## src/rtl/ctrl_decode.sv

```systemverilog
// ctrl_decode: instruction decode stage between fetch and execute.
// Turns a 16-bit instruction into ALU op, branch code, register indices,
// immediate and control flags, held in a registered output stage with
// valid/ready handshakes on both sides. Also provides taken-branch flush,
// a HALT/RESUME state machine and a count of ops handed to execute.
module ctrl_decode #(
  parameter int DATA_W    = 16,
  parameter int ALUCTRL_W = 3,
  parameter int BRANCH_W  = 3,
  parameter int REG_W     = 4
) (
  input  logic                 i_clk,
  input  logic                 i_rst,
  input  logic                 i_in_valid,
  output logic                 o_in_ready,
  input  logic [DATA_W-1:0]    i_instr,
  input  logic                 i_flush,
  input  logic                 i_resume,
  output logic                 o_out_valid,
  input  logic                 i_out_ready,
  output logic [ALUCTRL_W-1:0] o_aluctrl,
  output logic [BRANCH_W-1:0]  o_branch,
  output logic [REG_W-1:0]     o_rd,
  output logic [REG_W-1:0]     o_rs,
  output logic [REG_W-1:0]     o_rt,
  output logic [DATA_W-1:0]    o_imm,
  output logic                 o_alusrc,
  output logic                 o_regwrite,
  output logic                 o_memread,
  output logic                 o_memwrite,
  output logic                 o_halted,
  output logic [15:0]          o_issue_cnt
);

  localparam logic [DATA_W-1:0] HALT_INSTR = DATA_W'(16'h0FFF);

  typedef enum logic {S_RUN, S_HALTED} state_t;

  state_t               r_state;
  logic                 r_halted;
  logic                 r_out_valid;
  logic [ALUCTRL_W-1:0] r_aluctrl;
  logic [BRANCH_W-1:0]  r_branch;
  logic [REG_W-1:0]     r_rd, r_rs, r_rt;
  logic [DATA_W-1:0]    r_imm;
  logic                 r_alusrc, r_regwrite, r_memread, r_memwrite;
  logic [15:0]          r_issue_cnt;

  logic [3:0]           w_op;
  logic [ALUCTRL_W-1:0] w_aluctrl;
  logic [BRANCH_W-1:0]  w_branch;
  logic [DATA_W-1:0]    w_imm;
  logic                 w_alusrc, w_regwrite, w_memread, w_memwrite;
  logic                 w_in_ready, w_accept, w_is_halt, w_load, w_handoff;

  assign w_op      = i_instr[15:12];
  assign w_in_ready = (r_state == S_RUN) && (!r_out_valid || i_out_ready);
  assign w_accept  = i_in_valid && w_in_ready;
  assign w_is_halt = (i_instr == HALT_INSTR);
  // A flush drops whatever is accepted in the same cycle, HALT included.
  assign w_load    = w_accept && !w_is_halt && !i_flush;
  assign w_handoff = r_out_valid && i_out_ready;

  // Combinational opcode decode into ALU op, branch code, immediate and flags.
  always_comb begin
    // NOTE: every output gets a default before the case so no path leaves one unassigned and infers a latch.
    w_aluctrl  = '0;
    w_branch   = '0;
    w_imm      = '0;
    w_alusrc   = 1'b0;
    w_regwrite = 1'b0;
    w_memread  = 1'b0;
    w_memwrite = 1'b0;
    case (w_op)
      4'h0: ;  // NOP: everything stays zero
      4'h1: begin w_aluctrl = ALUCTRL_W'(0); w_regwrite = 1'b1; end  // MOV
      4'h2: begin w_aluctrl = ALUCTRL_W'(1); w_regwrite = 1'b1; end  // ADD
      4'h3: begin w_aluctrl = ALUCTRL_W'(2); w_regwrite = 1'b1; end  // AND
      4'h4: begin w_aluctrl = ALUCTRL_W'(3); w_regwrite = 1'b1; end  // XOR
      4'h5: begin w_aluctrl = ALUCTRL_W'(4); w_regwrite = 1'b1; end  // OR
      4'h6: begin w_aluctrl = ALUCTRL_W'(5); w_regwrite = 1'b1; end  // NOT
      4'h7: begin w_aluctrl = ALUCTRL_W'(6); w_regwrite = 1'b1; end  // SHL
      4'h8: begin w_aluctrl = ALUCTRL_W'(7); w_regwrite = 1'b1; end  // SHR
      4'h9: begin  // ADDI
        w_aluctrl  = ALUCTRL_W'(1);
        w_regwrite = 1'b1;
        w_alusrc   = 1'b1;
        w_imm      = {{(DATA_W-4){1'b0}}, i_instr[3:0]};
      end
      4'hA: begin  // LD: address = rs + imm4
        w_aluctrl  = ALUCTRL_W'(1);
        w_regwrite = 1'b1;
        w_memread  = 1'b1;
        w_alusrc   = 1'b1;
        w_imm      = {{(DATA_W-4){1'b0}}, i_instr[3:0]};
      end
      4'hB: begin  // ST: address = rs + imm4, no register write-back
        w_aluctrl  = ALUCTRL_W'(1);
        w_memwrite = 1'b1;
        w_alusrc   = 1'b1;
        w_imm      = {{(DATA_W-4){1'b0}}, i_instr[3:0]};
      end
      4'hC: begin  // JMP: 12-bit signed offset
        w_branch = BRANCH_W'(1);
        w_imm    = {{(DATA_W-12){i_instr[11]}}, i_instr[11:0]};
      end
      4'hD: begin w_branch = BRANCH_W'(2); w_imm = {{(DATA_W-4){i_instr[3]}}, i_instr[3:0]}; end  // BGT
      4'hE: begin w_branch = BRANCH_W'(3); w_imm = {{(DATA_W-4){i_instr[3]}}, i_instr[3:0]}; end  // BLT
      4'hF: begin w_branch = BRANCH_W'(4); w_imm = {{(DATA_W-4){i_instr[3]}}, i_instr[3:0]}; end  // BEQ
    endcase
  end

  // RUN/HALTED state machine; HALT takes effect only if not flushed the same cycle.
  always_ff @(posedge i_clk or posedge i_rst) begin
    if (i_rst) begin
      // NOTE: sequential state uses non-blocking assignments so every register samples pre-edge values.
      r_state  <= S_RUN;
      r_halted <= 1'b0;
    end else begin
      case (r_state)
        S_RUN: begin
          if (w_accept && w_is_halt && !i_flush) begin
            r_state  <= S_HALTED;
            r_halted <= 1'b1;
          end
        end
        S_HALTED: begin
          if (i_resume || i_flush) begin
            r_state  <= S_RUN;
            r_halted <= 1'b0;
          end
        end
      endcase
    end
  end

  // Output stage: load on a forwarded accept, hold while execute stalls.
  always_ff @(posedge i_clk or posedge i_rst) begin
    if (i_rst) begin
      r_out_valid <= 1'b0;
      r_aluctrl   <= '0;
      r_branch    <= '0;
      r_rd        <= '0;
      r_rs        <= '0;
      r_rt        <= '0;
      r_imm       <= '0;
      r_alusrc    <= 1'b0;
      r_regwrite  <= 1'b0;
      r_memread   <= 1'b0;
      r_memwrite  <= 1'b0;
    end else begin
      if (i_flush)          r_out_valid <= 1'b0;
      else if (w_load)      r_out_valid <= 1'b1;
      else if (i_out_ready) r_out_valid <= 1'b0;

      if (w_load) begin
        r_aluctrl  <= w_aluctrl;
        r_branch   <= w_branch;
        r_rd       <= i_instr[11:8];
        r_rs       <= i_instr[7:4];
        r_rt       <= i_instr[3:0];
        r_imm      <= w_imm;
        r_alusrc   <= w_alusrc;
        r_regwrite <= w_regwrite;
        r_memread  <= w_memread;
        r_memwrite <= w_memwrite;
      end
    end
  end

  // Issue counter: every output handshake counts, even in a flush cycle.
  always_ff @(posedge i_clk or posedge i_rst) begin
    if (i_rst)          r_issue_cnt <= '0;
    else if (w_handoff) r_issue_cnt <= r_issue_cnt + 16'd1;
  end

  assign o_in_ready  = w_in_ready;
  assign o_out_valid = r_out_valid;
  assign o_aluctrl   = r_aluctrl;
  assign o_branch    = r_branch;
  assign o_rd        = r_rd;
  assign o_rs        = r_rs;
  assign o_rt        = r_rt;
  assign o_imm       = r_imm;
  assign o_alusrc    = r_alusrc;
  assign o_regwrite  = r_regwrite;
  assign o_memread   = r_memread;
  assign o_memwrite  = r_memwrite;
  assign o_halted    = r_halted;
  assign o_issue_cnt = r_issue_cnt;

endmodule
```

## config.mk

```make
export PLATFORM = sky130hd
export DESIGN_NAME = ctrl_decode
export DESIGN_NICKNAME = d
export VERILOG_FILES = /design/src/rtl/ctrl_decode.sv
export SDC_FILE = /design/constraint.sdc
export NUM_CORES = 1
export LEC_CHECK = 0
export ABC_CLOCK_PERIOD_IN_PS = 2500
export CAP_MARGIN = 25
export CORE_UTILIZATION = 45
export DETAILED_ROUTE_END_ITERATION = 8
export PLACE_DENSITY = 0.83
export SYNTH_ARGS = -nofsm -noshare
export SYNTH_HDL_FRONTEND = slang
export SYNTH_SLANG_ARGS = --single-unit
```

## constraint.sdc

```tcl
create_clock -name i_clk -period 2.5 [get_ports i_clk]
set_input_delay 0.375 -clock i_clk [delete_from_list [all_inputs] [get_ports i_clk]]
set_output_delay 0.375 -clock i_clk [all_outputs]
set_load 0.01 [all_outputs]
```

Word-level counts from Yosys, hierarchy flattened
Index checks and enable logic that the tools add are counted.
Word-level totals
  logic and storage cells: 68
  register bits: 57
  output and inout bits: 57
Cells by class
  reductions and logical operators: 18
  multiplexer cells: 16
  bitwise operators: 1
  eq/ne operators: 18
  add/sub/neg operators: 1
Operators by type and width (count)
  $pmux W16 S3: 1
  $eq A4 B4 Y1 const B: 8
  $pmux W3 S7: 1
  $add A16 B1 Y16 const B: 1
  $eq A16 B12 Y1 const B: 1
  $eq A4 B3 Y1 const B: 4
  $pmux W3 S4: 1
  $mux W1: 11
  $reduce_or A10 Y1: 1
  $eq A4 B2 Y1 const B: 2
  $logic_and A1 B1 Y1: 7
  $reduce_or A3 Y1: 2
  $eq A4 B1 Y1 const B: 1
  $ne A2 B1 Y1 const B: 2
  $pmux W1 S2: 2
  $reduce_or A4 Y1: 1
  $logic_not A1 Y1: 3
  $reduce_bool A3 Y1: 1
  $logic_or A1 B1 Y1: 2
  $reduce_and A2 Y1: 1
  $not A1 Y1: 1

Logic depth before layout (Yosys ltp)
Gate-level depths: netlist of run 1.
  depth after elaboration: 8
  gate-level depth with buffers: 7

Least setup slack after synthesis of run 1
OpenSTA, ideal clock, no wires.
  kind: input -> register
  from: in i_instr[12]
  to: reg r_rs[0], in the netlist o_rs[0]
  data required time: 2373 ps
  library setup time: 127 ps
  setup slack: 387 ps
  data arrival time: 1986 ps
  stages: 7
  buffers on the path: 3
  cells stage by stage: buf_2 -> or4_4 -> nor4_4 -> nand2b_1 -> buf_2 -> buf_6 -> mux2_1
Between the ends
  cells in the longest elaborated chain, start to end: 4
RTL lines
  from (decl): RTL line 16  | input logic [DATA_W-1:0] i_instr,
  $eq A16 B12 Y1: RTL line 59  | assign w_is_halt = (i_instr == HALT_INSTR);
  $logic_not A1 Y1: RTL line 61  | assign w_load = w_accept && !w_is_halt && !i_flush;
  $logic_and A1 B1 Y1 (2 in series): RTL line 61
  to (signal assigned): RTL line 160  | r_rs <= i_instr[7:4];
  to (decl): RTL line 44  | logic [REG_W-1:0] r_rd, r_rs, r_rt;
Every way passes these cells.
A chain may end at the register's enable or synchronous reset.

Worst setup path after layout of run 1
  from: in i_out_ready
  to: reg r_rd[3], in the netlist o_rd[3]
Between the ends
  cells in the longest elaborated chain, start to end: 5
RTL lines
  from (decl): RTL line 20  | input logic i_out_ready,
  $logic_or A1 B1 Y1: RTL line 57  | assign w_in_ready = (r_state == S_RUN) && (!r_out_valid || i_out_ready);
  $logic_and A1 B1 Y1: RTL line 57
  $logic_and A1 B1 Y1: RTL line 58  | assign w_accept = i_in_valid && w_in_ready;
  $logic_and A1 B1 Y1 (2 in series): RTL line 61
  to (signal assigned): RTL line 159  | r_rd <= i_instr[11:8];
  to (decl): RTL line 44
Every way passes these cells.

==> results.yml, run 1 <==
outcome:
  status: "complete, no violations"
cts:
  cts_inserted_buffers: 5
  cts_max_path_buffers: 2
  cts_setup_buffers: 0
  ctsResizeCount: 0
  cts_htree_levels: 2
  cts_num_sinks: 53
  clk-insertion-delay-late_ns: 0.30
  ctsHoldBuffers: 0
  tritoncts: "yes"
  clk_pin_slew_ns: 0.08
  cts_root_buf: "clkbuf_8"
sta:
  finalSetupViolations: 0
  rsz0062_at_grt: "no"
  worst_pin_slew_ns: 0.648
  maxSlewViolCount: 0
  period_needed_ns: 2.21
  fmax_ghz: 0.452
  hold_viol: 0
  skew_ns: 0.00687
  relSlewSlack: 0.568
  finalWorstSetupSlack_ns: 0.287
  period_share: 0.885
  holdWs_ns: 0.479
worst_setup_path:
  start_kind: "input port"
  worst_path_most_repeated_cell: "nor2b_1"
  cp_cell_sequence: "clkdlybuf4s50_1 -> nor2b_1 -> nor4b_2 -> nor2b_1 -> buf_4 -> mux2_2"
  cp.required_ns: 2.68
  cp_top_family: "simple AND/OR/NAND/NOR gates"
  worst_path_largest_cell_delay_ns: 0.57
  rrSetupSlack_ns: 0.37
  critPathKind: "in2reg"
  slowest_stage: "nor2b_1"
  arrival_ns: 2.40
  crit_fanout: 7
  crit_path_end_kind: "flip-flop"
  critPathBufInv: 2
yosys:
  yosysTopAreaCellShare: 0.563
  synth_edf_count: 0
  synth.most_common_cell: "dfrtp_1"
  ys_ff_latch: 53
  seq_area_frac_synth: 0.563
  avgSynthCellArea_sq_um: 11.9
  synth.distinct_cells: 34
  synthFlopType: "dfrtp_1"
  synth_area_sq_um: 2360
  yosysWarnings: 0
  synth_top_area_cell: "dfrtp_1"
  mappedNetlistNets: 221
  yosys-top-cells-count: "53 x dfrtp_1, 14 x mux2_2, 13 x nor2_1"
  synthTopCellsByArea: "dfrtp_1 56%, mux2_2 6.7%, xnor2_1 4.1%, o2bb2ai_1 3.0%, mux2_1 2.9%"
  syn_inst: 198
  async_reset_ff_frac: 1.00
global_routing:
  grt_start_max_net_pins: 54
  antenna_found_initial: 0
  gr-total-overflow: 0
  grt_util_all_layers: 0.204
  first_global_vias: 1727
  grt_pass1_wl_microns: 8400
placement:
  dpl_worst_slack_ns: -0.0507
  place_area_sq_um: 3280
  dpl.cell_count: 348
  io_buffers: 78
  hpwlAfterDp_microns: 4030
  place.gp.congestion: 0.762
job:
  max_cap_viol_count: 0
route:
  dr_wl_met3_microns: 312
  firstDrtPassIters: 4
  dr.first_iter.drc_count: 98
  wl_met2_microns: 2640
  avgRoutedWirePerCell_microns: 14.9
  ant_nets: 0
  wl_met1_microns: 2290
  num_vias: 1814
  wl_microns: 5310
  route.detailed.drc: 0
  via_per_inst: 5.10
  topRoutingLayerUsed: "met4"
floorplan:
  core_area_sq_um: 4880
  die_area_sq_um: 5530
  ioPinCount: 79
  initial_core_util: 0.483
  fp.dieW_microns: 74.4
  core.rowCount: 25
  die_h_microns: 74.4
final_layout:
  final_util: 0.688
  drive_above_1_share: 0.149
  fillers: 398
  fin_cells: 356
  final_nets: 311
  num_antenna_cells: 0
  final_area_sq_um: 3360
  areaGrowthSynthToFinish_pct: 42.4
pwr:
  power.density_nw_per_um2: 612
  leakage_nw: 1.47
  ir_drop_mv: 0.320
min_path:
  hp-class: "reg2reg"
## through the flow
stage,total power [mW],TNS (ns)
CTS,2.07,0
global route,2.17,0
global placement,1.61,-1.77
floorplan,1.29,0
finish,2.05,0
detailed placement,1.62,-0.284
## report_power, final
part           switching (mW)  internal [mW]
sequential             0.0944          0.963
clock                   0.252          0.199
combinational           0.214          0.330
total                   0.561           1.49
## kinds of logic after synthesis
group	Yosys count	synth area share
AND/OR/NAND/NOR	57	0.134
adder cells (fa/ha/maj)	1	0.00531
AO/OA/AOI/OAI	30	0.0882
XOR/XNOR	17	0.0632
multiplexers	22	0.104
buffers and inverters	18	0.0420
flip-flops	53	0.563
## worst reg2reg max path: cells and delay by family, from the launching register on
kind,cells,cell delay (ns)
and+or+nand+nor,3,1.00
DFF,1,0.39
muxes,1,0.34
buffers and inverters,1,0.28
## area by class of cell
type,count,area (sq um),area share
sequential,53,1330,0.395
clock buffer,8,80.1,0.0239
inverter,5,18.8,0.00559
multi-input combinational,127,931,0.277
timing repair buffer,96,916,0.273
tap,67,83.8,0.0250
## path summary, 6_finish.rpt
| path | from | endpoint | cells past startpoint |
|---|---|---|---|
| min in group asynchronous | i_rst | o_imm[7]$_DFFE_PP0P_ | 3 |
| worst min-delay path | o_issue_cnt[15]$_DFFE_PP0P_ | o_issue_cnt[15]$_DFFE_PP0P_ | 1 |
| worst min register to register | o_issue_cnt[15]$_DFFE_PP0P_ | o_issue_cnt[15]$_DFFE_PP0P_ | 1 |
| worst max register to register | o_out_valid$_DFFE_PP0P_ | o_rd[3]$_DFFE_PP0P_ | 5 |
| worst max-delay path | i_out_ready | o_rd[3]$_DFFE_PP0P_ | 6 |
| max in group asynchronous | i_rst | o_rs[1]$_DFFE_PP0P_ | 3 |
## cell usage in the layout, fill, tap and decap left out, drive strengths merged
| cell | Yosys | routed |
|---|---|---|
| a21oi | 9 | 9 |
| a22o | 5 | 5 |
| and3 | 1 | 1 |
| and4 | 2 | 2 |
| buf | 10 | 18 |
| clkbuf | 3 | 8 |
| clkdlybuf4s50 | 0 | 78 |
| dfrtp | 53 | 53 |
| ha | 1 | 1 |
| inv | 5 | 5 |
| mux2 | 20 | 20 |
| mux2i | 2 | 2 |
| nand2 | 12 | 12 |
| nand2b | 3 | 3 |
| nand3 | 9 | 9 |
| nand4 | 5 | 5 |
| nor2 | 13 | 13 |
| nor2b | 3 | 3 |
| nor3 | 1 | 1 |
| nor3b | 1 | 1 |
| nor4 | 3 | 3 |
| nor4b | 1 | 1 |
| o211a | 1 | 1 |
| o211ai | 1 | 1 |
| o21ai | 5 | 5 |
| o22ai | 1 | 1 |
| o2bb2ai | 8 | 8 |
| or2 | 2 | 2 |
| or4 | 1 | 1 |
| xnor2 | 11 | 11 |
| xor2 | 6 | 6 |
## registers in the layout, indices dropped and copies added (netlist names)
signal	cells
o_issue_cnt	16
o_imm	12
o_rd	4
o_rs	4
o_rt	4
o_aluctrl	3
o_branch	3
o_alusrc	1
o_halted	1
o_memread	1
o_memwrite	1
o_out_valid	1
o_regwrite	1
r_state	1
## routing by layer
layer	vias up	GRT usage
met5	-	0
met4	0	0.0692
met3	8	0.0407
met2	59	0.353
met1	875	0.259
li1	872	-
(Power assumes the default switching activity.)
==> run 2: changes to the inputs <==
SKIP_CTS_REPAIR_TIMING = 1   (was default)
==> results of run 2 <==
Final layout, timing and power as in run 1 (identical DEF).
==> run 3: changes to the inputs <==
CTS_CLUSTER_SIZE = 12   (was default)
==> results of run 3 <==
Final layout, timing and power as in run 1 (identical DEF).
==> RTL edit 1 (flow settings as in run 3) <==
Make the reset (`i_rst`) synchronous in 3 clocked blocks.
--- a/src/rtl/ctrl_decode.sv
+++ b/src/rtl/ctrl_decode.sv
@@ -111,7 +111,7 @@
   end
 
   // RUN/HALTED state machine; HALT takes effect only if not flushed the same cycle.
-  always_ff @(posedge i_clk or posedge i_rst) begin
+  always_ff @(posedge i_clk) begin
     if (i_rst) begin
       // NOTE: sequential state uses non-blocking assignments so every register samples pre-edge values.
       r_state  <= S_RUN;
@@ -135,7 +135,7 @@
   end
 
   // Output stage: load on a forwarded accept, hold while execute stalls.
-  always_ff @(posedge i_clk or posedge i_rst) begin
+  always_ff @(posedge i_clk) begin
     if (i_rst) begin
       r_out_valid <= 1'b0;
       r_aluctrl   <= '0;
@@ -169,7 +169,7 @@
   end
 
   // Issue counter: every output handshake counts, even in a flush cycle.
-  always_ff @(posedge i_clk or posedge i_rst) begin
+  always_ff @(posedge i_clk) begin
     if (i_rst)          r_issue_cnt <= '0;
     else if (w_handoff) r_issue_cnt <= r_issue_cnt + 16'd1;
   end
Function: differs if i_rst is asserted again (counterexample within 4 cycles, from zero or initial values and one cycle with i_rst high); with i_rst held inactive, the same outputs for 10 cycles.
==> RTL edit 1 against run 3 <==
- die area down 1.4%
- cell area down 1.5%
- largest cell class is now multi-input gates
- wire length up 15%
- sequential cell count unchanged
- highest routed layer unchanged
- area after synthesis down 1.5%
- setup slack better by 0.029 ns
Power is not compared: it rests on default switching activity, and its combinational part moved more than twofold at a synthesized area within 25%.
==> RTL edit 1: results (changes against run 3) <==
metric,value,unit,change
status,completed,,
clk_pin_slew_worst_paths,0.08,ns,about the same
leakagePower,1.13,nW,
cts_htree_levels,2,,unchanged
grt_pass1_wl,10100,µm,+20%
grt_pass1_vias,2163,,+25%
drive_gt1_share,9.46,%,-5.4 points
first_pass_iters,4,,unchanged
routed_via_density,5.41,,+6.2%
r2r_cells,5,,unchanged
dp_hpwl,4550,µm,+13%
ys_types,42,,+24%
antenna_found_initial,0,,unchanged
cts_buffers,5,,unchanged
wl_per_cell,14.6,µm,-1.9%
cts_max_path_buffers,2,,unchanged
grt_max_degree,20,,-63%
critPathLaunch,i_out_ready,,
io_buffer_count,78,,unchanged
dp.cells,408,,+17%
critical-path-slowest-cell,clkdlybuf4s50_1,,
synthTopCellsByCount,"53 x dfxtp_1, 32 x a21oi_1, 22 x nand3_1",,
slowest_delay,0.50,ns,-0.07 ns
largest_register_ffs,16,,unchanged
via_count,2252,,+24%
track_usage,24.3,%,+3.8 points
synth.most_common_cell,dfxtp_1,,
r2r-start,o_out_valid,,
holdCritPathClass,reg -> reg,,
gp_congestion,0.938,,+23%
dp_slack,0.0476,ns,+0.0983 ns
async_flop_share,0,%,-100 points
min_from,o_memwrite,,
drtIter0Drc,81,,-17%
grtUsageMet3,6.17,%,+2.1 points
ys_warn_count,0,,unchanged
hold_depth,2,,+1
synth_area_leaders,"dfxtp_1 46%, a21oi_1 6.9%, nand3_1 4.7%, o21ai_0 4.1%, nor2_1 3.1%",,
gr-usage-met2,41.3,%,+6.0 points
avgSynthCellArea,8.69,µm²,-27%
peakVddDrop,287,µV,
p_switching,373,µW,
crit_fanout,4,,-3
met1_usage,30.2,%,+4.3 points
crit_path_start_kind,input port,,
diodes,0,,unchanged
layout.nets,371,,+19%
skew,0.00476,ns,-0.00211 ns
synth_nets,290,,+31%
detail-route-antenna-nets,0,,unchanged
synth-seq-area-share,45.7,%,-11 points
worstPathArrival,1.81,ns,-0.59 ns
cts_root_buffer,clkbuf_8,,
worstMarginPinSlew,0.690,ns,+0.0427 ns
critPathTopFamily,buffers and inverters,,
clock_latency,0.30,ns,about the same
## RTL edit 1: worst paths after layout
check / end / slack (ns)
setup / recovery: o_in_ready / 0.32
hold / removal: o_memwrite / 0.45
setup reg to reg: o_alusrc / 0.56
hold reg to reg: o_memwrite / 0.45
## RTL edit 1: cells by family (layout without fill, tap and decap cells)
| group | Yosys count | in the layout | share of synthesized area, % |
|---|---|---|---|
| XOR/XNOR | 14 | 14 | 5.28 |
| multiplexers | 1 | 1 | 0.431 |
| AO/OA/AOI/OAI | 75 | 75 | 19.5 |
| AND/OR/NAND/NOR | 99 | 99 | 22.7 |
| buffers and inverters | 24 | 106 | 5.77 |
| adder cells (fa/ha/maj) | 1 | 1 | 0.539 |
| flip-flops | 53 | 53 | 45.7 |
## RTL edit 1: layer usage
metal  wire (µm)  vias up
met5           0        -
met4          66        0
met3         385        8
met2        3040       76
met1        2590     1037
li1            -     1131
## RTL edit 1: power by group through the flow
stage	clock network, mW	logic (mW)	registers [mW]
after floorplan	0	0.0803	0.900
after global placement	0	0.200	0.893
after detailed placement	0	0.203	0.892
after CTS	0.469	0.204	0.873
after global routing	0.507	0.221	0.876
final	0.459	0.205	0.873
## RTL edit 1: area by class of cell
type,instances,area (µm²)
clock inverter,2,10.0
timing repair buffer,96,928
fill,406,1540
tap,67,83.8
inverter,2,7.51
sequential,53,1060
multi-input combinational,190,1140
clock buffer,6,72.6
## RTL edit 1: metrics by stage
step                instance area (µm²)  hold WS (ns)  util (%)
detailed placement                 3220         0.445      66.5
global placement                   3220         0.443      66.5
CTS                                3300         0.457      68.2
floorplan                          2320         0.454         -
finish                             3300         0.452      68.2
global route                       3300         0.477      68.2
## RTL edit 1: tightest hold or removal path: stages, from the launching register on
cell and delay (ns):
dfxtp_1 0.32, nand2_1 0.05, o21ai_1 0.05
==> RTL edit 2 (config.mk and constraints of run 3) <==
Without the edit above. Change the parameter `ALUCTRL_W` from 3 to 5.
--- a/src/rtl/ctrl_decode.sv
+++ b/src/rtl/ctrl_decode.sv
@@ -5,7 +5,7 @@
 // a HALT/RESUME state machine and a count of ops handed to execute.
 module ctrl_decode #(
   parameter int DATA_W    = 16,
-  parameter int ALUCTRL_W = 3,
+  parameter int ALUCTRL_W = 5,
   parameter int BRANCH_W  = 3,
   parameter int REG_W     = 4
 ) (
Interface: changed (resized o_aluctrl); port bits go from 79 to 81. No check against the original RTL was run, so the function may have changed too.
==> RTL edit 2 against run 3 <==
- synthesized cell count unchanged
- sequential cell count unchanged
- setup slack better by 0.018 ns
- critical path depth down 1
- cell area up 0.97%
- core utilization down 2.8 points
- clock power up 27%
- wire length down 0.43%
- critical endpoint is now o_rd[0]
- area after synthesis up 2.0%
- power up 7.5%
==> RTL edit 2: results (changes against run 3) <==
metric,value,unit,change
dp_hpwl,4030,µm,about the same
grt_max_degree,25,,-54%
status,completed,,
pg_clk,572,µW,+27%
slew_headroom,44.0,%,-13 points
ys_types,40,,+18%
p_switching,596,µW,+6.2%
first_pass_iters,4,,unchanged
critical-path-slowest-cell,or4_4,,
gp_congestion,0.797,,+4.6%
via_count,1760,,-3.0%
placedInstanceArea,0.00328,mm²,about the same
routed_wirelength,5290,µm,-0.43%
drive_gt1_share,14.1,%,-0.79 points
grt_pass1_wl,8420,µm,+0.24%
holdCritPathClass,in -> async,,
critPathLaunch,i_instr[13],,
layout.nets,306,,-1.6%
crit_fanout,15,,+8
crit_path_end,o_rd[0],,
grt_pass1_vias,1782,,+3.2%
track_usage,20.0,%,-0.47 points
synth-seq-area-share,55.2,%,-1.1 points
comb_cell_power,565,µW,+3.9%
peakVddDrop,599,µV,+87%
drtIter0Drc,85,,-13%
==> RTL edit 2: worst min path at each step <==
stage / slack (ns) / to
2_1_floorplan: 0.48 / o_out_valid
3_3_place_gp: 0.47 / o_halted
3_5_place_dp: 0.47 / o_issue_cnt[15]
4_1_cts: 0.43 / o_rs[1]
5_1_grt: 0.45 / o_rs[2]
6_report: 0.41 / o_rs[1]
==> RTL edit 2: cell type report <==
| class | count | area [µm²] |
|---|---|---|
| Clock inverter | 2 | 38.8 |
| Multi-Input combinational cell | 130 | 981 |
| Timing Repair Buffer | 90 | 871 |
| Inverter | 3 | 11.3 |
| Fill cell | 445 | 1750 |
| Tap cell | 70 | 87.6 |
| Clock buffer | 6 | 72.6 |
| Sequential cell | 53 | 1330 |
==> RTL edit 2: cells by family (layout without fill, tap and decap cells) <==
logic type	after synthesis	after routing	share of synthesized area, %
and+or+nand+nor	61	61	14.3
DFF	53	53	55.2
AOI/OAI and AO/OA	27	27	7.81
muxes	22	22	11.7
xor gates and xnor gates	17	17	6.19
buffers and inverters	16	101	4.16
adders and majority gates	1	1	0.520
other	1	2	0.156
==> RTL edit 2: routing by layer <==
metal	track usage, %	up-vias	wire (µm)
met5	0	-	0
met4	5.03	0	27
met3	4.02	4	259
met2	35.8	50	2690
met1	24.6	847	2310
li1	-	859	-
==> RTL edit 2: per-stage QoR <==
stage | hold slack (ns) | TNS, ns | cells | setup slack (ns)
floorplan | 0.482 | 0 | 199 | 0.433
global placement | 0.469 | 0 | 346 | 0.0455
detailed placement | 0.472 | -0.00978 | 346 | -0.00978
CTS | 0.428 | 0 | 354 | 0.310
global route | 0.455 | 0 | 354 | 0.241
finish | 0.406 | 0 | 354 | 0.306
